`src/rtl/serial_twos_comp_alu.sv`:
```
// Bit-serial LSB-first ALU: pass, negate, add or subtract on framed WIDTH-bit words,
// with stall tolerance and signed-overflow reporting on the MSB output cycle.
module serial_twos_comp_alu #(
    parameter int WIDTH = 8
) (
    input  logic       clock,
    input  logic       reset,
    input  logic       start,
    input  logic [1:0] op,
    input  logic       bit_valid,
    input  logic       a_bit,
    input  logic       b_bit,
    output logic       out_bit,
    output logic       out_valid,
    output logic       out_last,
    output logic       overflow,
    output logic       busy,
    output logic       done
);

    localparam int CW = $clog2(WIDTH);
    localparam logic [CW-1:0] LAST = CW'(WIDTH - 1);

    typedef enum logic {IDLE, RUN} state_t;

    state_t        state_q, state_d;
    logic [CW-1:0] count_q, count_d;
    logic          carry_q, carry_d;
    logic [1:0]    op_q, op_d;
    logic          out_bit_q, out_bit_d;
    logic          out_valid_q, out_valid_d;
    logic          out_last_q, out_last_d;
    logic          overflow_q, overflow_d;
    logic          done_q, done_d;

    logic [1:0]    eff_op;
    logic [CW-1:0] cur_count;
    logic          accept;
    logic          is_msb;
    logic          carry_in;
    logic          x, y, s, cout;

    always_ff @(posedge clock or posedge reset) begin
        if (reset) begin
            state_q <= IDLE;
        end else begin
            state_q <= state_d;
        end
    end

    always_comb begin
        state_d = state_q;
        case (state_q)
            IDLE:    if (start) state_d = RUN;
            RUN:     if (accept && is_msb) state_d = IDLE;
            default: state_d = IDLE;
        endcase
    end

    always_comb begin
        busy = (state_q == RUN);
    end

    // The start cycle may itself carry bit 0, so op, count and carry come from the
    // raw inputs/initial values while IDLE and from the latched state while RUN.
    always_comb begin
        eff_op    = (state_q == IDLE) ? op : op_q;
        cur_count = (state_q == IDLE) ? '0 : count_q;
        accept    = bit_valid && ((state_q == RUN) || start);
        is_msb    = (cur_count == LAST);
        carry_in  = (state_q == IDLE) ? op[0] : carry_q;
        if (eff_op == 2'b00) carry_in = 1'b0;
        case (eff_op)
            2'b00:   begin x = a_bit;  y = 1'b0;   end
            2'b01:   begin x = ~a_bit; y = 1'b0;   end
            2'b10:   begin x = a_bit;  y = b_bit;  end
            default: begin x = a_bit;  y = ~b_bit; end
        endcase
        s    = x ^ y ^ carry_in;
        cout = (x & y) | (x & carry_in) | (y & carry_in);
    end

    always_comb begin
        count_d = count_q;
        carry_d = carry_q;
        op_d    = op_q;
        if ((state_q == IDLE) && start) begin
            op_d    = op;
            count_d = '0;
            carry_d = op[0];
        end
        if (accept) begin
            if (is_msb) begin
                count_d = '0;
                carry_d = 1'b0;
            end else begin
                count_d = cur_count + CW'(1);
                carry_d = cout;
            end
        end
        out_valid_d = accept;
        out_bit_d   = accept & s;
        out_last_d  = accept & is_msb;
        done_d      = accept & is_msb;
        overflow_d  = accept & is_msb & (eff_op != 2'b00) & (carry_in ^ cout);
    end

    always_ff @(posedge clock or posedge reset) begin
        if (reset) begin
            count_q     <= '0;
            carry_q     <= 1'b0;
            op_q        <= 2'b00;
            out_bit_q   <= 1'b0;
            out_valid_q <= 1'b0;
            out_last_q  <= 1'b0;
            overflow_q  <= 1'b0;
            done_q      <= 1'b0;
        end else begin
            count_q     <= count_d;
            carry_q     <= carry_d;
            op_q        <= op_d;
            out_bit_q   <= out_bit_d;
            out_valid_q <= out_valid_d;
            out_last_q  <= out_last_d;
            overflow_q  <= overflow_d;
            done_q      <= done_d;
        end
    end

    assign out_bit   = out_bit_q;
    assign out_valid = out_valid_q;
    assign out_last  = out_last_q;
    assign overflow  = overflow_q;
    assign done      = done_q;

endmodule

```
`config.mk`:
```
export PLATFORM = sky130hd
export DESIGN_NAME = serial_twos_comp_alu
export DESIGN_NICKNAME = d
export VERILOG_FILES = /design/src/rtl/serial_twos_comp_alu.sv
export SDC_FILE = /design/constraint.sdc
export NUM_CORES = 1
export LEC_CHECK = 0
export CORE_MARGIN = 2
export CORE_UTILIZATION = 43
export CTS_CLUSTER_SIZE = 24
export DETAILED_ROUTE_END_ITERATION = 10
export PLACE_DENSITY = 0.75
export SETUP_SLACK_MARGIN = 0.05
export SYNTH_ARGS = -nofsm -noshare
export SYNTH_HDL_FRONTEND = slang
export SYNTH_SLANG_ARGS = --single-unit
```
`constraint.sdc`:
```
create_clock -name clock -period 1.8 [get_ports clock]
set_input_delay 0.54 -clock clock [delete_from_list [all_inputs] [get_ports clock]]
set_output_delay 0.54 -clock clock [all_outputs]
set_load 0.02 [all_outputs]
```
# Word level (Yosys, flattened, before mapping)
# Cells that the tools add are included.
word_totals:
  out_inout_bits: 6
  word_cells: 50
  inputBits: 8
  register_bits: 11
op_classes:
  bitwise_logic: 15
  muxes: 15
  n_addsub: 1
  n_eq_ne: 3
  reduce_logical: 8
ops:
  columns: ["op", "count"]
  rows:
  - ["two-way mux 3 bit", 4]
  - ["two-way mux 1 bit", 8]
  - ["AND 1 bit", 7]
  - ["case mux 1 bit (2 select lines)", 2]
  - ["nonzero test 2 bit", 2]
  - ["adder 3 x 1 -> 3 bit (second input constant)", 1]
  - ["equality test 3 bit (second input constant)", 1]
  - ["logical AND 1 bit", 3]
  - ["NOT 1 bit", 3]
  - ["XOR 1 bit", 3]
  - ["equality test 2 x 1 -> 1 bit (second input constant)", 1]
  - ["equality test 2 bit (second input constant)", 1]
  - ["logical NOT 2 bit", 1]
  - ["two-way mux 2 bit", 1]
  - ["bitwise OR 1 bit", 2]
  - ["OR reduction 2 bit", 1]
  - ["logical OR 1 bit", 1]

# Logic depth before layout (Yosys ltp)
depth:
  ltp_word: 9
  depth_mapped: 9
  ltp_nobuf: 7

# Worst setup path after synthesis
# OpenSTA, ideal clock, no wires.
synth_timing:
  path_type: "flip-flop to flip-flop"
  start: "register state_q (netlist: busy)"
  end: "register carry_q"
  stages_incl_launch_ff: 10
  setup_ps: 104
  required_time_ps: 1696
  setup_slack_ps: -164
  period_less_slack_ps: 1964
  t_arrival_ps: 1860
  path_buffers: 2
  cell_sequence: "dfrtp_1 -> buf_6 -> buf_2 -> nand2_1 -> o22ai_1 -> xnor2_1 -> fa_1 -> nor3b_1 -> o21ai_0 -> o311ai_1"
synth_between:
  elab_chain_len: 9
  elab_cells_between_ends: 23
  cone_classes: "eq/ne (3); mux (8); bitwise (6); reduce/logical (6)"
synth_lines:
  columns: ["element", "line", "text"]
  rows:
  - ["start: declaration", "26", "state_t state_q, state_d;"]
  - ["start signal: assignment", "47", "state_q <= state_d;"]
  - ["two-way mux 2 bit", "67", "eff_op = (state_q == IDLE) ? op : op_q;"]
  - ["equality test 2 x 1 -> 1 bit or logical NOT 2 bit (tied branches)", "73, 72", null]
  - ["OR reduction 2 bit (no source line)", null, null]
  - ["case mux 1 bit (2 select lines)", "73", "case (eff_op)"]
  - ["AND 1 bit", "80", "cout = (x & y) | (x & carry_in) | (y & carry_in);"]
  - ["bitwise OR 1 bit (2 in series)", "80", null]
  - ["two-way mux 1 bit", "93", "if (is_msb) begin"]
  - ["two-way mux 1 bit", "92", "if (accept) begin"]
  - ["end signal: assignment", "120", "carry_q <= carry_d;"]
  - ["end: declaration", "28", "logic carry_q, carry_d;"]
# Parallel ways exist; a longest one is shown, timed or not.
# A chain may end at the register's enable or synchronous reset.

# Worst setup path in the final report
# Ends and elaborated chain as after synthesis.

==> summary.txt <==
Status
  – Status: finished with violations
  – Failing checks: setup timing

Logic synthesis
  – Area of the mapped netlist: 662 µm²
  – Ys Warns: 0
  – Fraction of registers with async set/reset: 100%
  – Most common cell in the netlist: dfrtp_1
  – Syn avg cell area: 10.9 µm²
  – Post-synth EDFFs: 0
  – Yosys reg bits: 11
  – Synth top cells by count: 11 x dfrtp_1, 7 x nand2_1, 4 x mux2_2, 4 x nor2b_1
  – Synth top area share: 41.6%
  – Top cells by area, synth: dfrtp_1 42%, mux2_2 6.8%, nand2_1 4.0%, a32oi_1 4.0%, ha_1 3.8%
  – Syn_nets: 72
  – Ys flop type: dfrtp_1
  – Yosys top cell by area: dfrtp_1
  – Sequential area share after synthesis: 41.6%
  – Distinct cells, synth: 27
  – Cells after synthesis: 61

Clock tree
  – Latest clock arrival within the worst-skew pair: 0.29 ns
  – CTS root buffer: clkbuf_4
  – Total CTS buffers: 3
  – CTS H-tree lvls: 1
  – CTS tree: done
  – Count of clock tree sinks: 11
  – CTS Buffer Depth: 2
  – Clk slew on worst S/H paths: approximately 0.08 ns
  – Hold_buf cts: 0

Final layout
  – ANT cells: 0
  – Net count, final: 100
  – Filler cells: 119
  – Multi-input logic area: 414 µm²
  – Register Area: 277 µm²
  – Area growth, synth to finish: 47.3%
  – Fraction of layout cells with a size suffix above 1: 42.0%
  – Fin cells: 104
  – Post-layout util: 66.2%

GRT
  – Gr usage total: 19.9%
  – First-pass GRT wire length: roughly 2600 µm
  – Total grt overflow: 0
  – Initial antenna violation count: 0
  – Largest net degree at the start of global routing: 12
  – Vias in the first global route: around 600

Timing
  – Final Setup Violations: 3
  – Minimum clock period: between 1.5 and 2 ns
  – Min Hold Slack: around 0.51 ns
  – Slew HR: between 70% and 80%
  – RSZ-0062 raised after global routing: yes
  – Max Freq: ~510 MHz
  – Worst Tran Pin Value: 0.417 ns
  – Setup ws final: -0.147 ns
  – Hold Vio Cnt, Final: 0
  – Final worst path period share: 108%
  – Final Max Slew Viols: 0
  – Clock Skews: 0.00485 ns

Critical path
  – Worst setup path end: carry_q
  – CP Capture Type: flop
  – Reg2Reg Setup Slack: -0.15 ns
  – Slowest cell on crit path: dfrtp_2
  – Critical path startpoint category: flop
  – Crit-path max FO: 4
  – Worst path max stage delay: 0.46 ns
  – Crit-path cells: mux2i_4 -> or3_4 -> fa_2 -> nor3b_2 -> o21ai_1 -> o311ai_1
  – Worst reg2reg path endpoint: carry_q
  – WP data required: 1.99 ns
  – Start point of the critical path: busy
  – R2R depth: 6
  – Setup CP Type: flop to flop
  – WP data arrival: around 2.1 ns
  – Reg-to-Reg Start: busy

Detailed routing
  – Avg WL per Cell: around 15 µm
  – Drt first pass iters: 5
  – Vias/cell: 5.52
  – Routed wire length: 1580 µm
  – Number of DRC markers in iteration 0: 12
  – DRT antenna net count: 0
  – DR DRC count: 0
  – Vias: 574

Pwr
  – Leakage: between 0.4 and 0.5 nW
  – Tot Pwr: 1.74 mW
  – Power Dens Cells: 1780 nW/µm²
  – Worst vdd ir: 0.815 mV

Place
  – Final HPWL DP: ~1100 µm
  – IO buf count: 13
  – Placement Setup Slack: -0.666 ns
  – RePlAce Congestion: 0.793
  – Cells after DPL: 97

Min path
  – Hold WC Path Type: flop to flop

Floorplanning
  – Vert. Die Dim: 43.2 µm
  – Core ar.: between 1000 and 1500 µm²
  – I/O pin count: 14
  – # rows: 14
  – Die area: 1870 µm²
  – Chip Width: 43.2 µm
  – Initial Utilization: 45.0%

Run
  – Maxcap violations: 0
## worst min path at each step
stage / depth (start not counted) / to / slack [ns] / startpoint
detailed placement: 2 / count_q[2] / 0.49 / count_q[2]
finish: 2 / count_q[2] / 0.51 / count_q[2]
CTS: 2 / count_q[2] / 0.51 / count_q[2]
floorplan: 1 / carry_q / 0.39 / reset
global route: 2 / count_q[2] / 0.56 / count_q[2]
global placement: 2 / count_q[2] / 0.47 / count_q[2]
## kinds of logic (layout without fill, tap and decap cells)
family          Yosys count  after routing  synth area share (%)
xor+xnor                  4              4                  5.29
simple gates             23             23                  20.2
fa+ha+maj                 3              3                  6.80
compound gates            9              9                  10.4
buf+inv                   6             33                  5.48
flops                    11             11                  41.6
mux                       5              5                  10.2
## stage by stage
stage | instance area (µm²) | TNS (ns)
final | 975 | -0.289
after global routing | 975 | -0.524
after CTS | 941 | -0.295
after detailed placement | 870 | -1.82
after global placement | 870 | -1.61
after floorplan | 666 | -0.170
## where the power goes
| group | switching (mW) | leakage, nW | internal (mW) |
|---|---|---|---|
| registers | 0.0899 | 0.133 | 0.350 |
| logic | 0.481 | 0.298 | 0.627 |
| clock network | 0.102 | 0.0150 | 0.0864 |
| total | 0.673 | 0.446 | 1.06 |
## registers in the layout, indices dropped and copies added (netlist names)
name / cells
carry_q: 1
busy: 1
out_bit: 1
count_q: 3
overflow: 1
out_valid: 1
done: 1
op_q: 2
## metal layers
layer,part of all wire (%),global-route usage [%],vias to the layer above
li1,-,-,269
met1,41,21.0,276
met2,50,33.4,20
met3,4.7,4.26,9
met4,4.6,15.8,0
met5,0,0,-
## what timing repair did
| action | CTS | global route |
|---|---|---|
| setup buffers | 3 | 0 |
| setup endpoints to repair | 9 | 6 |
| resized for setup | 20 | 5 |
| pin swaps | 5 | 0 |
## area by class of cell
class | count | area share, %
multi-input cells | 44 | 42.5
repair buffers | 27 | 23.6
well taps | 16 | 2.05
inverters | 2 | 0.770
flip-flops and latches | 11 | 28.4
clock buffers | 4 | 2.70
## critical path, delay by kind of cell, from the launching register on
kind / cells / cell delay, ns
flops: 1 / 0.46
mux: 1 / 0.20
simple gates: 2 / 0.55
fa+ha+maj: 1 / 0.44
compound gates: 2 / 0.20
## placed cells by master, fill, tap and decap left out, types with 3 or more instances in the layout
master and count:
buf_4 14, clkbuf_4 3, clkdlybuf4s50_1 4, dfrtp_1 10, dlygate4sd2_1 7, mux2_2 4
nand2_1 7, nor2b_1 4
Note: power is estimated with default switching activity, not from simulation.
